==> src/rtl/apb_pkg.sv <==
// Shared APB completer definitions: FSM state encodings, bus data width and
// the access-error check used when a request enters its access phase.
package apb_pkg;

  localparam int APB_DATA_W = 32;

  typedef enum logic [1:0] {
    ST_IDLE   = 2'b00,
    ST_SETUP  = 2'b01,
    ST_ACCESS = 2'b10,
    ST_BAD    = 2'b11
  } apb_state_e;

  // Reject accesses that are not word-aligned or land past the last word.
  function automatic logic apb_access_err(input logic [1:0]  byte_off,
                                          input logic [31:0] word_idx,
                                          input logic [31:0] depth);
    return (byte_off != 2'b00) || (word_idx >= depth);
  endfunction

endpackage

==> src/rtl/apb_slave_regfile.sv <==
// Word-addressed register file: one synchronous write port, one combinational
// read port, all words cleared by the asynchronous active-low reset.
module apb_slave_regfile
  import apb_pkg::*;
#(
  parameter int DEPTH = 16,
  parameter int IDX_W = 4
) (
  input  logic                  clk,
  input  logic                  rst_n,
  input  logic                  we,
  input  logic [IDX_W-1:0]      wr_idx,
  input  logic [APB_DATA_W-1:0] wr_data,
  input  logic [IDX_W-1:0]      rd_idx,
  output logic [APB_DATA_W-1:0] rd_data
);

  logic [APB_DATA_W-1:0] mem [DEPTH];

  always_ff @(posedge clk or negedge rst_n) begin
    if (!rst_n) begin
      for (int i = 0; i < DEPTH; i++) mem[i] <= '0;
    end else if (we) begin
      mem[wr_idx] <= wr_data;
    end
  end

  assign rd_data = mem[rd_idx];

endmodule

==> src/rtl/apb_slave.sv <==
// APB completer in front of a DEPTH x 32 register file: latches the request in
// SETUP, inserts WAIT_CYCLES wait states in ACCESS and flags bad addresses.
module apb_slave
  import apb_pkg::*;
#(
  parameter int ADDR_W      = 8,
  parameter int DEPTH       = 16,
  parameter int WAIT_CYCLES = 0
) (
  input  logic                  pclk_s,
  input  logic                  prst_s,
  input  logic                  psel_s,
  input  logic                  penable_s,
  input  logic                  pwrite_s,
  input  logic [ADDR_W-1:0]     paddress_s,
  input  logic [APB_DATA_W-1:0] pwdata_s,
  output logic [APB_DATA_W-1:0] prdata_s,
  output logic                  pready_s,
  output logic                  pslverr_s
);

  localparam int IDX_W = (DEPTH > 1) ? $clog2(DEPTH) : 1;

  apb_state_e            state_q, state_d;
  logic [3:0]            cnt_q;
  logic [ADDR_W-1:0]     addr_q;
  logic                  write_q;
  logic [APB_DATA_W-1:0] wdata_q;
  logic                  err_q;
  logic [APB_DATA_W-1:0] prdata_q;
  logic                  latch_req;
  logic                  enter_access;
  logic                  commit;
  logic                  access_err;
  logic [IDX_W-1:0]      word_idx;
  logic [APB_DATA_W-1:0] rd_data;

  assign word_idx   = addr_q[IDX_W+1:2];
  assign access_err = apb_access_err(addr_q[1:0], 32'(addr_q[ADDR_W-1:2]), 32'(DEPTH));

  // Response is decoded purely from registered state so it never glitches with the bus.
  assign pready_s  = (state_q == ST_ACCESS) && (cnt_q == 4'd0);
  assign pslverr_s = pready_s && err_q;
  assign prdata_s  = prdata_q;

  always_comb begin
    state_d      = ST_IDLE;
    latch_req    = 1'b0;
    enter_access = 1'b0;
    commit       = 1'b0;
    case (state_q)
      ST_IDLE: begin
        if (psel_s && !penable_s) begin
          state_d   = ST_SETUP;
          latch_req = 1'b1;
        end
      end
      ST_SETUP: begin
        if (!psel_s) begin
          state_d = ST_IDLE;
        end else if (!penable_s) begin
          state_d   = ST_SETUP;
          latch_req = 1'b1;
        end else begin
          state_d      = ST_ACCESS;
          enter_access = 1'b1;
        end
      end
      ST_ACCESS: begin
        if (pready_s) begin
          commit = write_q && !err_q;
          if (psel_s && !penable_s) begin
            state_d   = ST_SETUP;
            latch_req = 1'b1;
          end
        end else if (psel_s) begin
          state_d = ST_ACCESS;
        end
      end
      default: state_d = ST_IDLE;
    endcase
  end

  always_ff @(posedge pclk_s or negedge prst_s) begin
    if (!prst_s) begin
      state_q  <= ST_IDLE;
      cnt_q    <= '0;
      addr_q   <= '0;
      write_q  <= 1'b0;
      wdata_q  <= '0;
      err_q    <= 1'b0;
      prdata_q <= '0;
    end else begin
      state_q <= state_d;
      if (latch_req) begin
        addr_q  <= paddress_s;
        write_q <= pwrite_s;
        wdata_q <= pwdata_s;
      end
      if (enter_access) begin
        cnt_q <= 4'(WAIT_CYCLES);
        err_q <= access_err;
        if (!write_q) prdata_q <= access_err ? '0 : rd_data;
      end else if ((state_q == ST_ACCESS) && (cnt_q != 4'd0)) begin
        cnt_q <= cnt_q - 4'd1;
      end
    end
  end

  apb_slave_regfile #(
    .DEPTH (DEPTH),
    .IDX_W (IDX_W)
  ) u_regfile (
    .clk     (pclk_s),
    .rst_n   (prst_s),
    .we      (commit),
    .wr_idx  (word_idx),
    .wr_data (wdata_q),
    .rd_idx  (word_idx),
    .rd_data (rd_data)
  );

endmodule

==> config.mk <==
export PLATFORM = sky130hd
export DESIGN_NAME = apb_slave
export DESIGN_NICKNAME = d
export VERILOG_FILES = /design/src/rtl/apb_pkg.sv /design/src/rtl/apb_slave_regfile.sv /design/src/rtl/apb_slave.sv
export SDC_FILE = /design/constraint.sdc
export NUM_CORES = 1
export LEC_CHECK = 0
export ABC_AREA = 1
export CORE_MARGIN = 5
export CORE_UTILIZATION = 29
export DETAILED_ROUTE_END_ITERATION = 10
export GPL_ROUTABILITY_DRIVEN = 0
export SKIP_LAST_GASP = 1
export SLEW_MARGIN = 20
export SYNTH_ARGS = -nofsm -noshare
export SYNTH_HDL_FRONTEND = slang
export SYNTH_SLANG_ARGS = --single-unit
==> constraint.sdc <==
create_clock -name pclk_s -period 2.2 [get_ports pclk_s]
set_clock_uncertainty 0.15 [all_clocks]
set_input_delay 0.33 -clock pclk_s [delete_from_list [all_inputs] [get_ports pclk_s]]
set_output_delay 0.33 -clock pclk_s [all_outputs]
set_load 0.005 [all_outputs]
# == Word-level counts from Yosys, hierarchy flattened ==
# Index checks and enable logic that the tools add are counted.
# totals
regBits,592
latch_bits,0
ramBits,0
rom_bits,0
in_bits,45
output_inout_bits,34
wordCells,71
mem_count,0
# op_classes
addsub,1
mul,0
div_mod_pow,0
order_cmp,3
n_eq_ne,2
shift,0
mux,25
bitwise_logic,2
reduce_logical,15
# ops
operator,n
bitwise mux 512 bit,1
binary-select mux 32 bit (select 4 bit),1
demux 32 bit (select 4 bit),1
2-to-1 mux 32 bit,4
2-to-1 mux 1 bit,10
2-to-1 mux 2 bit,4
2-to-1 mux 4 bit,2
">= comparator 6 x 5 -> 1 bit, second input constant",1
logical AND 1 bit,6
case mux 2 bit (3 select lines),1
">= comparator 5 bit, second input constant",1
"< comparator 5 x 1 -> 1 bit, second input constant",1
inverter 4 -> 5 bit,1
zero test 4 bit,1
nonzero test 2 bit,2
nonzero test 4 bit,1
"subtractor 4 x 1 -> 4 bit, second input constant",1
case mux 1 bit (3 select lines),1
"== test 2 x 1 -> 1 bit, second input constant",1
"== test 2 bit, second input constant",1
zero test 1 bit,2
zero test 2 bit,1
AND reduction 2 bit,1
logical OR 1 bit,1
inverter 1 bit,1

# == Logic depth before layout (Yosys ltp) ==
# depth
ltp_word,6
ltp_mapped,12

# == By module ==
# From an unflattened synthesis, not the netlist that was laid out.
# hier_totals
cells_unflattened,3617
hier_area_um2,27968.1
# by_module_without_submodules
mod,instances,cells_per_inst,area_per_inst_um2
apb_slave_regfile,1,3246,24609.9
apb_slave,1,371,3358.2

# == Worst setup path after synthesis ==
# OpenSTA, ideal clock, no wires.
# synth_path
path_kind,register -> register
start,register cnt_q[0]
end,register u_regfile.mem[297] (netlist bit)
setup_ps,133
t_arrival_ps,1684
slack_ps,234
stages_incl_launch_ff,11
synth_period_minus_slack_ps,1966
path_cell_list,dfrtp_1 inv_1 ha_1 nand3_2 nor2_4 nand3_4 nor2_8 nand2_4 buf_4 nand2_1 o21ai_2
# synth_between
elab_chain_cells,4
# synth_rtl
item,line_no,text
from (decl),apb_slave.sv:25,logic [3:0] cnt_q;
from (signal assigned),apb_slave.sv:101,cnt_q <= 4'(WAIT_CYCLES);
from (signal assigned),apb_slave.sv:105,cnt_q <= cnt_q - 4'd1;
zero test 4 bit,apb_slave.sv:42,assign pready_s = (state_q == ST_ACCESS) && (cnt_q == 4'd0);
logical AND 1 bit,apb_slave.sv:42,
named net pready_s,apb_slave.sv:18,"output logic pready_s,"
2-to-1 mux 1 bit,apb_slave.sv:70,if (pready_s) begin
2-to-1 mux 1 bit,apb_slave.sv:51,case (state_q)
"to (signal, indexed assignment)",apb_slave_regfile.sv:24,mem[wr_idx] <= wr_data;
to (decl),apb_slave_regfile.sv:18,logic [APB_DATA_W-1:0] mem [DEPTH];
# The timed path passes the listed nets, and every way through them passes these cells.
# A chain may end at the register's enable or synchronous reset.

# == Worst setup path in the final report ==
# layout_path
start,register prdata_q[10] (netlist: prdata_s[10])
end,output port prdata_s[10]
# layout_rtl
item,line_no,text
from (decl),apb_slave.sv:30,logic [APB_DATA_W-1:0] prdata_q;
from (signal assigned),apb_slave.sv:103,if (!write_q) prdata_q <= access_err ? '0 : rd_data;
to (decl),apb_slave.sv:17,"output logic [APB_DATA_W-1:0] prdata_s,"
# No word-level cell between the ends.

==> out/qor.yml <==
grt:
  grt_pass1_vias: 21460
  antenna_found_initial: 0
  gr-total-overflow: 0
  grt_pass1_wl_um: 126200
  grtUsageTotal: 0.1532
  grt_max_degree: 81
power:
  power.density_nw_per_um2: 786.2
  p_leak_nw: 16.59
  total_power_mw: 25.95
  switching_share: 0.2739
  vdd_drop_max_mv: 0.4245
  comb_power_share: 0.118
  power_frac_seq: 0.435
  p_sw_mw: 7.107
  clkPwrFrac: 0.447
  p_int_mw: 18.84
detailed_routing:
  via_count: 22500
  wl_met1_um: 37390
  drc: 0
  wl_per_cell_um: 16.77
  met2WireLength_um: 38190
  drtAntennaViolNets: 0
  viasPerCell: 4.633
  first_pass_iters: 5
  met3_length_um: 3978
  routed_wl_um: 81440
  top_layer_used: "met4"
  drt-initial-drc-count: 1996
yosys:
  synth-adder-area-share: 0.0004463
  synth_flop_cell: "dfrtp_1"
  syn_inst: 3493
  async_reset_ff_frac: 1.000
  synth_area_um2: 28030
  synth_top_family_by_area: "simple AND/OR/NAND/NOR gates"
  syn_nets: 3539
  avgSynthCellArea_um2: 8.026
  synth_edf_count: 0
  synth_compound_area_frac: 0.1273
  synth_xor_area_frac: 0
  yosysWarnings: 0
  ys_seq_area_frac: 0.5284
  ys_ff_latch: 592
  synthDistinctLibCells: 23
  muxShareOfSynthArea: 0
  synthSimpleGateAreaFrac: 0.2780
die:
  ios: 79
  die_w_um: 320.9
  fp.dieH_um: 320.9
  core_area_um2: 96280
  die-area_um2: 103000
  rows: 114
  start_util: 0.2912
status:
  status: "complete, no violations"
setup_path:
  worstPathArrival_ns: 1.68
  r2r_start: "cnt_q[1]"
  critPathMaxFanout: 2
  cp_top_family: "buffers and inverters"
  path_cells: "clkdlybuf4s50_1"
  cp_slowest_stage_delay_ns: 0.60
  path_buf_inv: 1
  path_depth: 1
  r2r-end: "u_regfile.mem[37]"
  worst_setup_path_start_kind: "flop"
  worst-endpoint-required_ns: 1.72
  crit_path_top_delay_cell: "clkdlybuf4s50_1"
  critPathKind: "flop to primary output"
  rrSetupSlack_ns: 0.08
  reg2reg_depth: 11
  crit_path_end_kind: "primary output"
timing:
  setup_viol: 0
  rsz0062_at_grt: "yes"
  timing.fmax_mhz: 462.9
  post-route-min-period_ns: 2.160
  finalMaxSlewViolations: 0
  hold_viol: 0
  relSlewSlack: 0.4977
  min_period_over_period: 0.9820
  tns_ns: 0
  worst_slew_pin_slew_ns: 0.7526
layout:
  drive_above_1_share: 0.1251
  antennaDiodeCount: 0
  final_common_cell: "nand2_1"
  fillers: 9988
  area_growth_pct: 17.73
  layout_common_cells: "1969 x nand2_1, 589 x dfrtp_1, 385 x o21ai_1, 159 x o21ai_2, 75 x clkdlybuf4s50_1"
  nNetsFinal: 3576
clocking:
  h-tree-depth: 3
  clock_path_buffers: 3
  clkSlewWorstSetupHoldPaths_ns: 0.06
  cts_tree: "done"
  insertion_delay_ns: 0.61
  cts_buffers: 66
  clkSinkCount: 592
  clock-root-buffer: "clkbuf_16"
placement:
  hpwl_um: 47400
  numPortBuffers: 78
job:
  drv_cap: 0
worst_hold_path:
  hp-class: "primary input to async pin"
-- layer usage --
metal / vias up / global-route usage
met5: - / 0
met4: 0 / 0.04381
met3: 95 / 0.02190
met2: 551 / 0.2534
met1: 10800 / 0.2108
li1: 11050 / -
-- synth_stat cells, types with 6 or more instances --
cell / n / share of area
o21ai_0: 46 / 0.0082
clkbuf_1: 112 / 0.015
dfrtp_1: 592 / 0.53
buf_1: 12 / 0.0016
nor2_1: 8 / 0.0011
buf_6: 94 / 0.038
inv_1: 49 / 0.0066
inv_2: 6 / 0.00080
nand2_1: 1971 / 0.26
o21ai_2: 159 / 0.050
buf_2: 20 / 0.0036
nand2_4: 16 / 0.0064
o21ai_1: 385 / 0.069
-- power by group through the flow --
stage | sequential (mW) | clock, mW | combinational, mW
after global placement | 11.5 | 0 | 2.98
after CTS | 11.3 | 11.9 | 3.08
after detailed placement | 11.5 | 0 | 2.97
after global routing | 11.3 | 12.3 | 3.31
after floorplan | 11.4 | 0 | 1.54
final | 11.3 | 11.6 | 3.06
-- what timing repair did --
action,CTS,global route
hold buffers,1,0
resized for setup,14,8
endpoints found under the setup margin,3,17
endpoints found under the hold margin,592,0
buffers inserted,3,1
cloned,0,6
pin swaps,3,1
-- area by class of cell --
| cell class | count | area [um2] | share of cell area |
|---|---|---|---|
| Clock inverter | 26 | 340.3 | 0.01031 |
| Sequential cell | 592 | 14820 | 0.4491 |
| Clock buffer | 92 | 1953 | 0.05918 |
| Timing Repair Buffer | 209 | 2620 | 0.07938 |
| Inverter | 55 | 217.7 | 0.006596 |
| Tap cell | 1276 | 1597 | 0.04837 |
| Multi-Input combinational cell | 2606 | 11450 | 0.3471 |
-- worst reg2reg max path, cell delays in order, from the launching register on --
cell       delay (ns)
dfrtp_1          0.38
inv_2            0.08
ha_4             0.14
nand3_4          0.10
nor2_4           0.14
nand3_4          0.14
buf_12           0.19
nor2_8           0.18
nand2_8          0.14
clkbuf_16        0.23
nand2_1          0.08
o21ai_2          0.05
-- logic make-up (layout without fill, tap and decap cells) --
group / Yosys count / after routing
simple gates: 2011 / 2011
compound gates: 594 / 594
flops: 592 / 592
buf+inv: 295 / 382
fa+ha+maj: 1 / 1
-- flip-flops by register name, summed over array words and instances (netlist names) --
register,count
addr_q,8
cnt_q,4
err_q,1
prdata_s,32
state_q,2
u_regfile.mem,512
wdata_q,32
write_q,1
-- worst max-delay path by stage --
stage	startpoint	endpoint	slack (ns)
finish	prdata_s[10]	prdata_s[10]	0.04
global route	cnt_q[1]	pready_s	-0.03
CTS	prdata_s[18]	prdata_s[18]	0.004
detailed placement	addr_q[4]	u_regfile.mem[291]	0.04
global placement	addr_q[4]	u_regfile.mem[295]	0.03
floorplan	cnt_q[0]	u_regfile.mem[297]	0.23
-- metrics by stage --
| step | instances | setup WS (ns) | instance area (um2) | util | hold WS [ns] |
|---|---|---|---|---|---|
| after floorplan | 3493 | 0.2337 | 28030 | - | -0.1156 |
| after global placement | 4727 | 0.02748 | 30460 | 0.3163 | 0.1195 |
| after detailed placement | 4727 | 0.03913 | 30460 | 0.3163 | 0.1253 |
| after CTS | 4849 | 0.004471 | 32810 | 0.3408 | 0.06225 |
| after global routing | 4856 | -0.02706 | 33010 | 0.3428 | 0.09828 |
| final | 4856 | 0.03964 | 33010 | 0.3428 | 0.08300 |
Power figures use the tool's default switching activity.
